**src/rtl/uart_txrx.sv**
```systemverilog
// Full-duplex 8N1 UART core; the core clock runs at OVERSAMPLE x the bit rate.
// Define UART_LOOPBACK_EN to add a loopback input that routes tx_out into the receiver.
module uart_txrx #(
    parameter int OVERSAMPLE = 16
) (
    input  logic       clk,
    input  logic       reset_n,
`ifdef UART_LOOPBACK_EN
    input  logic       loopback,
`endif
    input  logic       tx_ld,
    input  logic [7:0] tx_data,
    input  logic       tx_en,
    output logic       tx_out,
    output logic       tx_empty,
    input  logic       rx_uld,
    output logic [7:0] rx_data,
    input  logic       rx_en,
    input  logic       rx_in,
    output logic       rx_empty,
    output logic       rx_frame_err,
    output logic       rx_overrun
);

    localparam int CW = $clog2(OVERSAMPLE);
    localparam logic [CW-1:0] LAST = CW'(OVERSAMPLE - 1);
    localparam logic [CW-1:0] PEN  = CW'(OVERSAMPLE - 2);
    localparam logic [CW-1:0] HALF = CW'(OVERSAMPLE / 2 - 1);

    typedef enum logic [1:0] {S_IDLE, S_START, S_DATA, S_STOP} state_t;

    state_t          tx_state_q, tx_state_d;
    logic [CW-1:0]   tx_cnt_q, tx_cnt_d;
    logic [2:0]      tx_bit_q, tx_bit_d;
    logic            tx_out_q, tx_out_d;
    logic [7:0]      tx_hold_q, tx_hold_d;
    logic            tx_full_q, tx_full_d;

    state_t          rx_state_q, rx_state_d;
    logic [CW-1:0]   rx_cnt_q, rx_cnt_d;
    logic [2:0]      rx_bit_q, rx_bit_d;
    logic [7:0]      rx_shift_q, rx_shift_d;
    logic [7:0]      rx_data_q, rx_data_d;
    logic            rx_empty_q, rx_empty_d;
    logic            rx_ferr_q, rx_ferr_d;
    logic            rx_ovr_q, rx_ovr_d;
    logic            rx_s1_q, rx_s2_q, rx_prev_q;
    logic            rx_line;

    assign tx_out       = tx_out_q;
    assign tx_empty     = ~tx_full_q;
    assign rx_data      = rx_data_q;
    assign rx_empty     = rx_empty_q;
    assign rx_frame_err = rx_ferr_q;
    assign rx_overrun   = rx_ovr_q;

    // The holding register stays full for the whole frame so bits are sent straight from it.
    always_comb begin
        tx_state_d = tx_state_q;
        tx_cnt_d   = tx_cnt_q;
        tx_bit_d   = tx_bit_q;
        tx_out_d   = tx_out_q;
        tx_hold_d  = tx_hold_q;
        tx_full_d  = tx_full_q;
        if (tx_ld && !tx_full_q) begin
            tx_hold_d = tx_data;
            tx_full_d = 1'b1;
        end
        case (tx_state_q)
            S_IDLE: begin
                if (tx_en && tx_full_q) begin
                    tx_state_d = S_START;
                    tx_cnt_d   = '0;
                    tx_out_d   = 1'b0;
                end
            end
            S_START: begin
                if (tx_cnt_q == LAST) begin
                    tx_state_d = S_DATA;
                    tx_cnt_d   = '0;
                    tx_bit_d   = 3'd0;
                    tx_out_d   = tx_hold_q[0];
                end else begin
                    tx_cnt_d = tx_cnt_q + CW'(1);
                end
            end
            S_DATA: begin
                if (tx_cnt_q == LAST) begin
                    tx_cnt_d = '0;
                    if (tx_bit_q == 3'd7) begin
                        tx_state_d = S_STOP;
                        tx_out_d   = 1'b1;
                    end else begin
                        tx_bit_d = tx_bit_q + 3'd1;
                        tx_out_d = tx_hold_q[tx_bit_q + 3'd1];
                    end
                end else begin
                    tx_cnt_d = tx_cnt_q + CW'(1);
                end
            end
            default: begin
                if (tx_cnt_q == PEN) tx_full_d = 1'b0;
                if (tx_cnt_q == LAST) begin
                    tx_cnt_d = '0;
                    // A load landing on the last stop clock starts the next frame without idle.
                    if (tx_en && tx_ld) begin
                        tx_state_d = S_START;
                        tx_out_d   = 1'b0;
                    end else begin
                        tx_state_d = S_IDLE;
                    end
                end else begin
                    tx_cnt_d = tx_cnt_q + CW'(1);
                end
            end
        endcase
    end

    always_ff @(posedge clk or negedge reset_n) begin
        if (!reset_n) begin
            tx_state_q <= S_IDLE;
            tx_cnt_q   <= '0;
            tx_bit_q   <= 3'd0;
            tx_out_q   <= 1'b1;
            tx_hold_q  <= 8'h00;
            tx_full_q  <= 1'b0;
        end else begin
            tx_state_q <= tx_state_d;
            tx_cnt_q   <= tx_cnt_d;
            tx_bit_q   <= tx_bit_d;
            tx_out_q   <= tx_out_d;
            tx_hold_q  <= tx_hold_d;
            tx_full_q  <= tx_full_d;
        end
    end

`ifdef UART_LOOPBACK_EN
    assign rx_line = loopback ? tx_out_q : (rx_en ? rx_in : 1'b1);
`else
    assign rx_line = rx_en ? rx_in : 1'b1;
`endif

    always_ff @(posedge clk or negedge reset_n) begin
        if (!reset_n) begin
            rx_s1_q   <= 1'b1;
            rx_s2_q   <= 1'b1;
            rx_prev_q <= 1'b1;
        end else begin
            rx_s1_q   <= rx_line;
            rx_s2_q   <= rx_s1_q;
            rx_prev_q <= rx_s2_q;
        end
    end

    // Unload is applied first so a completing byte in the same clock overrides it.
    always_comb begin
        rx_state_d = rx_state_q;
        rx_cnt_d   = rx_cnt_q;
        rx_bit_d   = rx_bit_q;
        rx_shift_d = rx_shift_q;
        rx_data_d  = rx_data_q;
        rx_empty_d = rx_empty_q;
        rx_ferr_d  = rx_ferr_q;
        rx_ovr_d   = rx_ovr_q;
        if (rx_uld && !rx_empty_q) begin
            rx_empty_d = 1'b1;
            rx_ovr_d   = 1'b0;
            rx_ferr_d  = 1'b0;
        end
        if (!rx_en) begin
            rx_state_d = S_IDLE;
        end else begin
            case (rx_state_q)
                S_IDLE: begin
                    if (rx_prev_q && !rx_s2_q) begin
                        rx_state_d = S_START;
                        rx_cnt_d   = '0;
                    end
                end
                S_START: begin
                    if (rx_cnt_q == HALF) begin
                        rx_cnt_d   = '0;
                        rx_bit_d   = 3'd0;
                        rx_state_d = rx_s2_q ? S_IDLE : S_DATA;
                    end else begin
                        rx_cnt_d = rx_cnt_q + CW'(1);
                    end
                end
                S_DATA: begin
                    if (rx_cnt_q == LAST) begin
                        rx_cnt_d   = '0;
                        rx_shift_d = {rx_s2_q, rx_shift_q[7:1]};
                        if (rx_bit_q == 3'd7) rx_state_d = S_STOP;
                        else                  rx_bit_d   = rx_bit_q + 3'd1;
                    end else begin
                        rx_cnt_d = rx_cnt_q + CW'(1);
                    end
                end
                default: begin
                    if (rx_cnt_q == LAST) begin
                        rx_cnt_d   = '0;
                        rx_state_d = S_IDLE;
                        if (rx_s2_q) begin
                            rx_data_d  = rx_shift_q;
                            rx_empty_d = 1'b0;
                            if (!rx_empty_q && !rx_uld) rx_ovr_d = 1'b1;
                        end else begin
                            rx_ferr_d = 1'b1;
                        end
                    end else begin
                        rx_cnt_d = rx_cnt_q + CW'(1);
                    end
                end
            endcase
        end
    end

    always_ff @(posedge clk or negedge reset_n) begin
        if (!reset_n) begin
            rx_state_q <= S_IDLE;
            rx_cnt_q   <= '0;
            rx_bit_q   <= 3'd0;
            rx_shift_q <= 8'h00;
            rx_data_q  <= 8'h00;
            rx_empty_q <= 1'b1;
            rx_ferr_q  <= 1'b0;
            rx_ovr_q   <= 1'b0;
        end else begin
            rx_state_q <= rx_state_d;
            rx_cnt_q   <= rx_cnt_d;
            rx_bit_q   <= rx_bit_d;
            rx_shift_q <= rx_shift_d;
            rx_data_q  <= rx_data_d;
            rx_empty_q <= rx_empty_d;
            rx_ferr_q  <= rx_ferr_d;
            rx_ovr_q   <= rx_ovr_d;
        end
    end

endmodule

```
**config.mk**
```make
export PLATFORM = sky130hd
export DESIGN_NAME = uart_txrx
export DESIGN_NICKNAME = d
export VERILOG_FILES = /design/src/rtl/uart_txrx.sv
export SDC_FILE = /design/constraint.sdc
export NUM_CORES = 1
export LEC_CHECK = 0
export CAP_MARGIN = 10
export CELL_PAD_IN_SITES_DETAIL_PLACEMENT = 0
export CELL_PAD_IN_SITES_GLOBAL_PLACEMENT = 2
export CORE_MARGIN = 1
export CORE_UTILIZATION = 26
export DETAILED_ROUTE_END_ITERATION = 8
export PLACE_DENSITY_LB_ADDON = 0.1
export SLEW_MARGIN = 20
export SYNTH_ARGS = -nofsm -noshare
export SYNTH_HDL_FRONTEND = slang
export SYNTH_SLANG_ARGS = --single-unit
export TNS_END_PERCENT = 1
```
**constraint.sdc**
```tcl
create_clock -name clk -period 1.8 [get_ports clk]
set_input_delay 0.27 -clock clk [delete_from_list [all_inputs] [get_ports clk]]
set_output_delay 0.27 -clock clk [all_outputs]
set_load 0.01 [all_outputs]
```
==> impl_metrics.json, run 1 <==
{
  "skew_ns": 0.00466,
  "hp-class": "reg -> reg",
  "cts_made_buffers": 5,
  "path_class": "reg -> reg",
  "drtPass1Iterations": 4,
  "rrSetupSlack_ns": -0.01,
  "detail_route.wl_per_cell_um": 13.3,
  "clk_path_buf_depth": 2,
  "drt-total-wl_um": 4810,
  "syn_area_per_cell_um2": 12.0,
  "worstPathCellList": "ha_4, mux4_2, mux2_4, o2111ai_2, nand3_1",
  "grt_overflow": 0,
  "synth_top_area_share_pct": 47.6,
  "synthTopCellsByArea": "dfrtp_1, mux2_2, ha_1",
  "cts-root-buf": "clkbuf_8",
  "yosysWarnings": 0,
  "synth_top_area_cell": "dfrtp_1",
  "hp-start": "rx_s1_q",
  "drtIter0Drc": 38,
  "final.period_utilization_pct": 101,
  "drive_gt1_share_pct": 29.9,
  "portBuffers": 27,
  "die_h_um": 97.4,
  "slew_viol_final": 0,
  "diodes": 0,
  "globalRouteTotalUtil_pct": 11.0,
  "h-tree-depth": 2,
  "syn_nets": 225,
  "rsz0062_at_grt": "true",
  "synth_cell_types": 40,
  "cts_sinks": 50,
  "ir_worst_vdd_uv": 340,
  "min_to": "rx_s2_q",
  "cp-start-kind": "flip-flop",
  "syn_inst": 198,
  "synth_most_common_cell": "dfrtp_1",
  "initial_core_util_pct": 27.0,
  "max_freq_mhz": 552,
  "synth_area_um2": 2370,
  "crit_required_ns": 2.03,
  "place_area_um2": 2980,
  "p_sw_share_pct": 28.9,
  "pwr-share-comb_pct": 28.0,
  "utilization_pct": 36.1,
  "synth-seq-area-share_pct": 53.1,
  "met2_length_um": 2410,
  "p_clk_share_pct": 28.7,
  "whs_ns": 0.361,
  "p_int_mw": 2.35,
  "hpwl_um": 3620,
  "slowest_stage": "mux4_2",
  "gp_congestion": 0.709,
  "powerDensity_nw_per_um2": 1050,
  "cp.arrival_ns": 2.04,
  "routedLengthMet1_um": 2210,
  "nets": 280,
  "maxCapViolCount": 0,
  "r2r-start": "tx_bit_q[1]",
  "routed-wl-met3_um": 117,
  "synth_commonest_cells": "dfrtp_1, mux2_2, nand2_1",
  "clock_latency_ns": 0.30,
  "seqPwrFrac_pct": 43.3,
  "endpoint_kind": "flip-flop",
  "min_period_ns": 1.81,
  "slew_headroom_pct": 63.3,
  "worstMarginPinSlew_ns": 0.547,
  "setup_slack_ns": -0.0112,
  "die_w_um": 97.4,
  "grt_max_degree": 20,
  "fin_area_um2": 3170,
  "status": "finished with violations",
  "clk_pin_slew_ns": 0.09,
  "core_um2": 8760,
  "grt_pass1_vias": 1752,
  "ys_ff_latch": 50,
  "dr_total_vias": 1652,
  "synth_async_sr_flop_share_pct": 100,
  "hold-path-cell-count": 0,
  "slowest_delay_ns": 0.49,
  "finalSetupViolCount": 1,
  "crit_family": "multiplexers",
  "dp_cells": 352,
  "ys.flop_type": "dfrtp_1",
  "routed.top_layer": "met4",
  "crit_buf_inv": 0,
  "via_per_inst": 4.56,
  "final_cells": 362,
  "p_sw_mw": 0.958,
  "reg2reg_to": "tx_out",
  "leakagePower_nw": 1.47,
  "hold_viol": 0,
  "num_rows": 34,
  "die_area_um2": 9490,
  "ant_nets": 0,
  "synthToLayoutAreaGrowth_pct": 33.7,
  "power_mw": 3.31,
  "ios": 28,
  "crit_fanout": 3,
  "drcViolationCount": 0,
  "grt_pass1_wl_um": 8380,
  "antenna_found_initial": 0,
  "reg2reg_depth": 5,
  "violations": "negative setup slack",
  "synth_edf_count": 0,
  "cts_tree": "built"
}
==> power groups by stage <==
stage	sequential (mW)	combinational, mW	clock [mW]
detailed placement	1.46	0.893	0
global placement	1.46	0.894	0
CTS	1.43	0.921	0.987
global route	1.46	1.07	1.04
finish	1.43	0.928	0.950
floorplan	1.44	0.543	0
==> state kept, by name (all words and copies together), names as in the netlist, 2 cells and up, named ones only <==
register and cells:
tx_bit_q 3, rx_data 8, tx_state_q 2, tx_cnt_q 4, rx_state_q 2, tx_hold_q 8
rx_bit_q 3, rx_shift_q 8, rx_cnt_q 4
==> repair_timing <==
| action | CTS | global route |
|---|---|---|
| hold buffers | 1 | 0 |
| pin swaps | 2 | 1 |
| setup endpoints to repair | 1 | 6 |
| gates resized for setup | 2 | 4 |
| setup buffers | 0 | 1 |
| hold endpoints to repair | 15 | 0 |
==> worst register-to-register path: cells and delay by family, from the launching register on <==
family / cells / cell delay [ns]
mux: 2 / 0.77
simple gates: 1 / 0.08
compound gates: 1 / 0.16
flops: 1 / 0.43
fa+ha+maj: 1 / 0.30
==> area by class of cell <==
class,count,area (um^2)
sequential,50,1260
clock inverter,3,68.8
clock buffer,5,68.8
timing repair buffer,53,513
tap,108,135
inverter,8,30.0
fill,886,5600
multi-input combinational,135,1090
==> layout by cell type (no fill, tap or decap), types with 5 or more instances in the layout <==
cell type	n
mux2_2	25
nor2_1	11
o21ai_0	14
buf_4	21
and3_1	6
clkbuf_8	5
inv_1	7
nand3_1	5
dfstp_2	5
clkdlybuf4s50_1	26
ha_1	9
nand2_1	16
dfrtp_1	45
==> kinds of logic after synthesis <==
logic type | after synthesis | synth area share [%]
buffers and inverters | 13 | 2.54
DFF | 50 | 53.1
adders and majority gates | 12 | 6.34
AOI/OAI and AO/OA | 34 | 9.36
and+or+nand+nor | 53 | 11.0
xor gates and xnor gates | 2 | 0.740
muxes | 34 | 16.9
==> worst max-delay path by stage <==
stage                       start       endpoint  slack [ns]  depth (start not counted)
floorplan           tx_state_q[0]  tx_state_q[0]       -0.02                          7
global placement            rx_en    rx_cnt_q[1]       -0.06                          4
detailed placement    tx_bit_q[1]         tx_out       -0.02                          6
CTS                   tx_bit_q[1]         tx_out       -0.02                          5
global route        tx_state_q[1]  tx_state_q[0]       -0.08                          6
finish                tx_bit_q[1]         tx_out       -0.01                          5
==> per-layer routing <==
layer  up-vias  global-route usage, %
met4         0                   4.64
met1       811                   13.9
met3         8                   2.30
met5         -                      0
met2        17                   18.2
li1        816                      -
==> per-stage QoR <==
step | setup WS, ns | setup TNS (ns)
floorplan | -0.0193 | -0.0385
global placement | -0.0593 | -0.162
detailed placement | -0.0216 | -0.0836
CTS | -0.0241 | -0.0241
global route | -0.0754 | -0.182
finish | -0.0112 | -0.0112
No activity file was read; power rests on OpenSTA's default activity.
==> inputs of run 2 (changes only) <==
- CELL_PAD_IN_SITES_DETAIL_PLACEMENT: 0 -> not set
- CELL_PAD_IN_SITES_GLOBAL_PLACEMENT: 2 -> not set
- CTS_CLUSTER_SIZE: not set -> 14
- PLACE_DENSITY_LB_ADDON: 0.1 -> not set
==> run 2 against run 1 <==
  * The run now ends clean
  * Final cell count down 1.1%
  * Largest power group unchanged
  * Sequential power about the same
  * Critical endpoint unchanged
  * Die area unchanged
  * Critical path depth unchanged
  * Combinational power down 9.4%
  * Clock power down 14%
  * Critical path type unchanged
  * Non-clock buffer count down 4
  * Hold slack about the same
  * Sequential share of layout area up 1.0 points
==> impl_metrics.json, run 2 (synthesis gave the netlist of run 1 again) <==
{
  "leakagePower_nw": 1.43,
  "skew_ns": 0.00920,
  "via_per_inst": 4.64,
  "slowest_delay_ns": 0.48,
  "place_ws_ns": -0.0145,
  "clk_pin_slew_ns": 0.10,
  "grt_overflow": 0,
  "hold-path-cell-count": 0,
  "slew_headroom_pct": 67.7,
  "min_to": "rx_s2_q",
  "die_area_um2": 9490,
  "drt-total-wl_um": 4320,
  "crit_buf_inv": 0,
  "gp_congestion": 0.795,
  "portBuffers": 27,
  "powerDensity_nw_per_um2": 1010,
  "rrSetupSlack_ns": 0.01,
  "status": "finished, final reports clean",
  "clk_path_buf_depth": 2,
  "path_class": "reg -> reg",
  "h-tree-depth": 2,
  "max_freq_mhz": 559,
  "worstMarginPinSlew_ns": 0.482,
  "cts_tree": "built",
  "clock_latency_ns": 0.30,
  "ir_worst_vdd_uv": 377,
  "die_h_um": 97.4,
  "worstPathCellList": "ha_4, mux4_2, mux2_2, o2111ai_2, nand3_1",
  "slowest_stage": "mux4_2",
  "post_cts_buffers": 0,
  "min_period_ns": 1.79,
  "globalRouteTotalUtil_pct": 9.76,
  "cts-root-buf": "clkbuf_8",
  "endpoint_kind": "flip-flop",
  "fin_area_um2": 3090,
  "drtPass1Iterations": 6,
  "die_w_um": 97.4,
  "diodes": 0,
  "drcViolationCount": 0,
  "antenna_found_initial": 0,
  "setup_slack_ns": 0.00974,
  "startpoint": "tx_bit_q[0]",
  "mostFrequentLayoutCells": "dfrtp_1, mux2_2, clkdlybuf4s50_1",
  "initial_core_util_pct": 27.0,
  "cts_sinks": 50,
  "cp.arrival_ns": 2.02,
  "rsz0062_at_grt": "true",
  "ios": 28,
  "reg2reg_to": "tx_out",
  "drtIter0Drc": 42,
  "drive_gt1_share_pct": 28.0,
  "num_rows": 34,
  "grt_pass1_wl_um": 7600,
  "crit_family": "multiplexers",
  "maxCapViolCount": 0,
  "whs_ns": 0.361,
  "cp-start-kind": "flip-flop",
  "grt_util_met1_pct": 12.5,
  "grt_use_met2_pct": 16.4,
  "synthToLayoutAreaGrowth_pct": 30.4,
  "use_met3_pct": 3.09,
  "nets": 276,
  "core_um2": 8760,
  "crit_fanout": 3,
  "place_area_um2": 2950,
  "hp-start": "rx_s1_q",
  "crit_required_ns": 2.03,
  "slew_viol_final": 0,
  "power_mw": 3.11,
  "setup_tns_ns": 0,
  "final.period_utilization_pct": 99.5,
  "hold_viol": 0,
  "grt_max_degree": 34,
  "detail_route.wl_per_cell_um": 12.1,
  "dr_total_vias": 1661,
  "top_usage_layer": "met2",
  "r2r-start": "tx_bit_q[0]",
  "cts_made_buffers": 5,
  "final_common_cell": "dfrtp_1",
  "hp-class": "reg -> reg",
  "hpwl_um": 3290,
  "grt_pass1_vias": 1655,
  "ant_nets": 0,
  "finalSetupViolCount": 0,
  "reg2reg_depth": 5
}
==> run 2: stage by stage <==
stage	cells	utilization, %
final	358	35.2
after global placement	349	33.6
after CTS	358	35.1
after floorplan	198	-
after global routing	358	35.2
after detailed placement	349	33.6
==> run 2: where the power goes <==
part | internal, mW | switching [mW]
registers | 1.29 | 0.158
logic | 0.458 | 0.383
clock network | 0.424 | 0.396
==> run 2: final cells by class <==
cell class	instances	area (um^2)
flip-flops and latches	50	1260
multi-input cells	135	1080
clock inverters	3	48.8
inverters	8	30.0
repair buffers	49	470
well taps	108	135
fillers	866	5680
clock buffers	5	68.8
==> run 2: what timing repair did <==
item / CTS / global route
pin swaps: 1 / 2
resized for setup: 1 / 2
endpoints found under the setup margin: 1 / 4
hold buffers: 1 / 0
hold endpoints to repair: 17 / 0
==> run 2: layer usage <==
layer,part of all wire (%),up-vias
met3,3.2,2
met2,50,28
met4,0.49,0
met1,46,823
li1,-,808
met5,0,-
==> run 2: worst max path at each step <==
stage                    end  slack [ns]  cells after the start
3_3_place_gp          tx_out        0.02                      5
5_1_grt               tx_out       -0.08                      5
4_1_cts               tx_out       -0.01                      5
2_1_floorplan  tx_state_q[0]       -0.02                      7
3_5_place_dp          tx_out       -0.01                      5
6_report              tx_out        0.01                      5
==> run 2: worst reg2reg max path: stages, from the launching register on <==
cell	delay, ns
dfrtp_1	0.42
ha_4	0.30
mux4_2	0.48
mux2_2	0.28
o2111ai_2	0.16
nand3_1	0.09
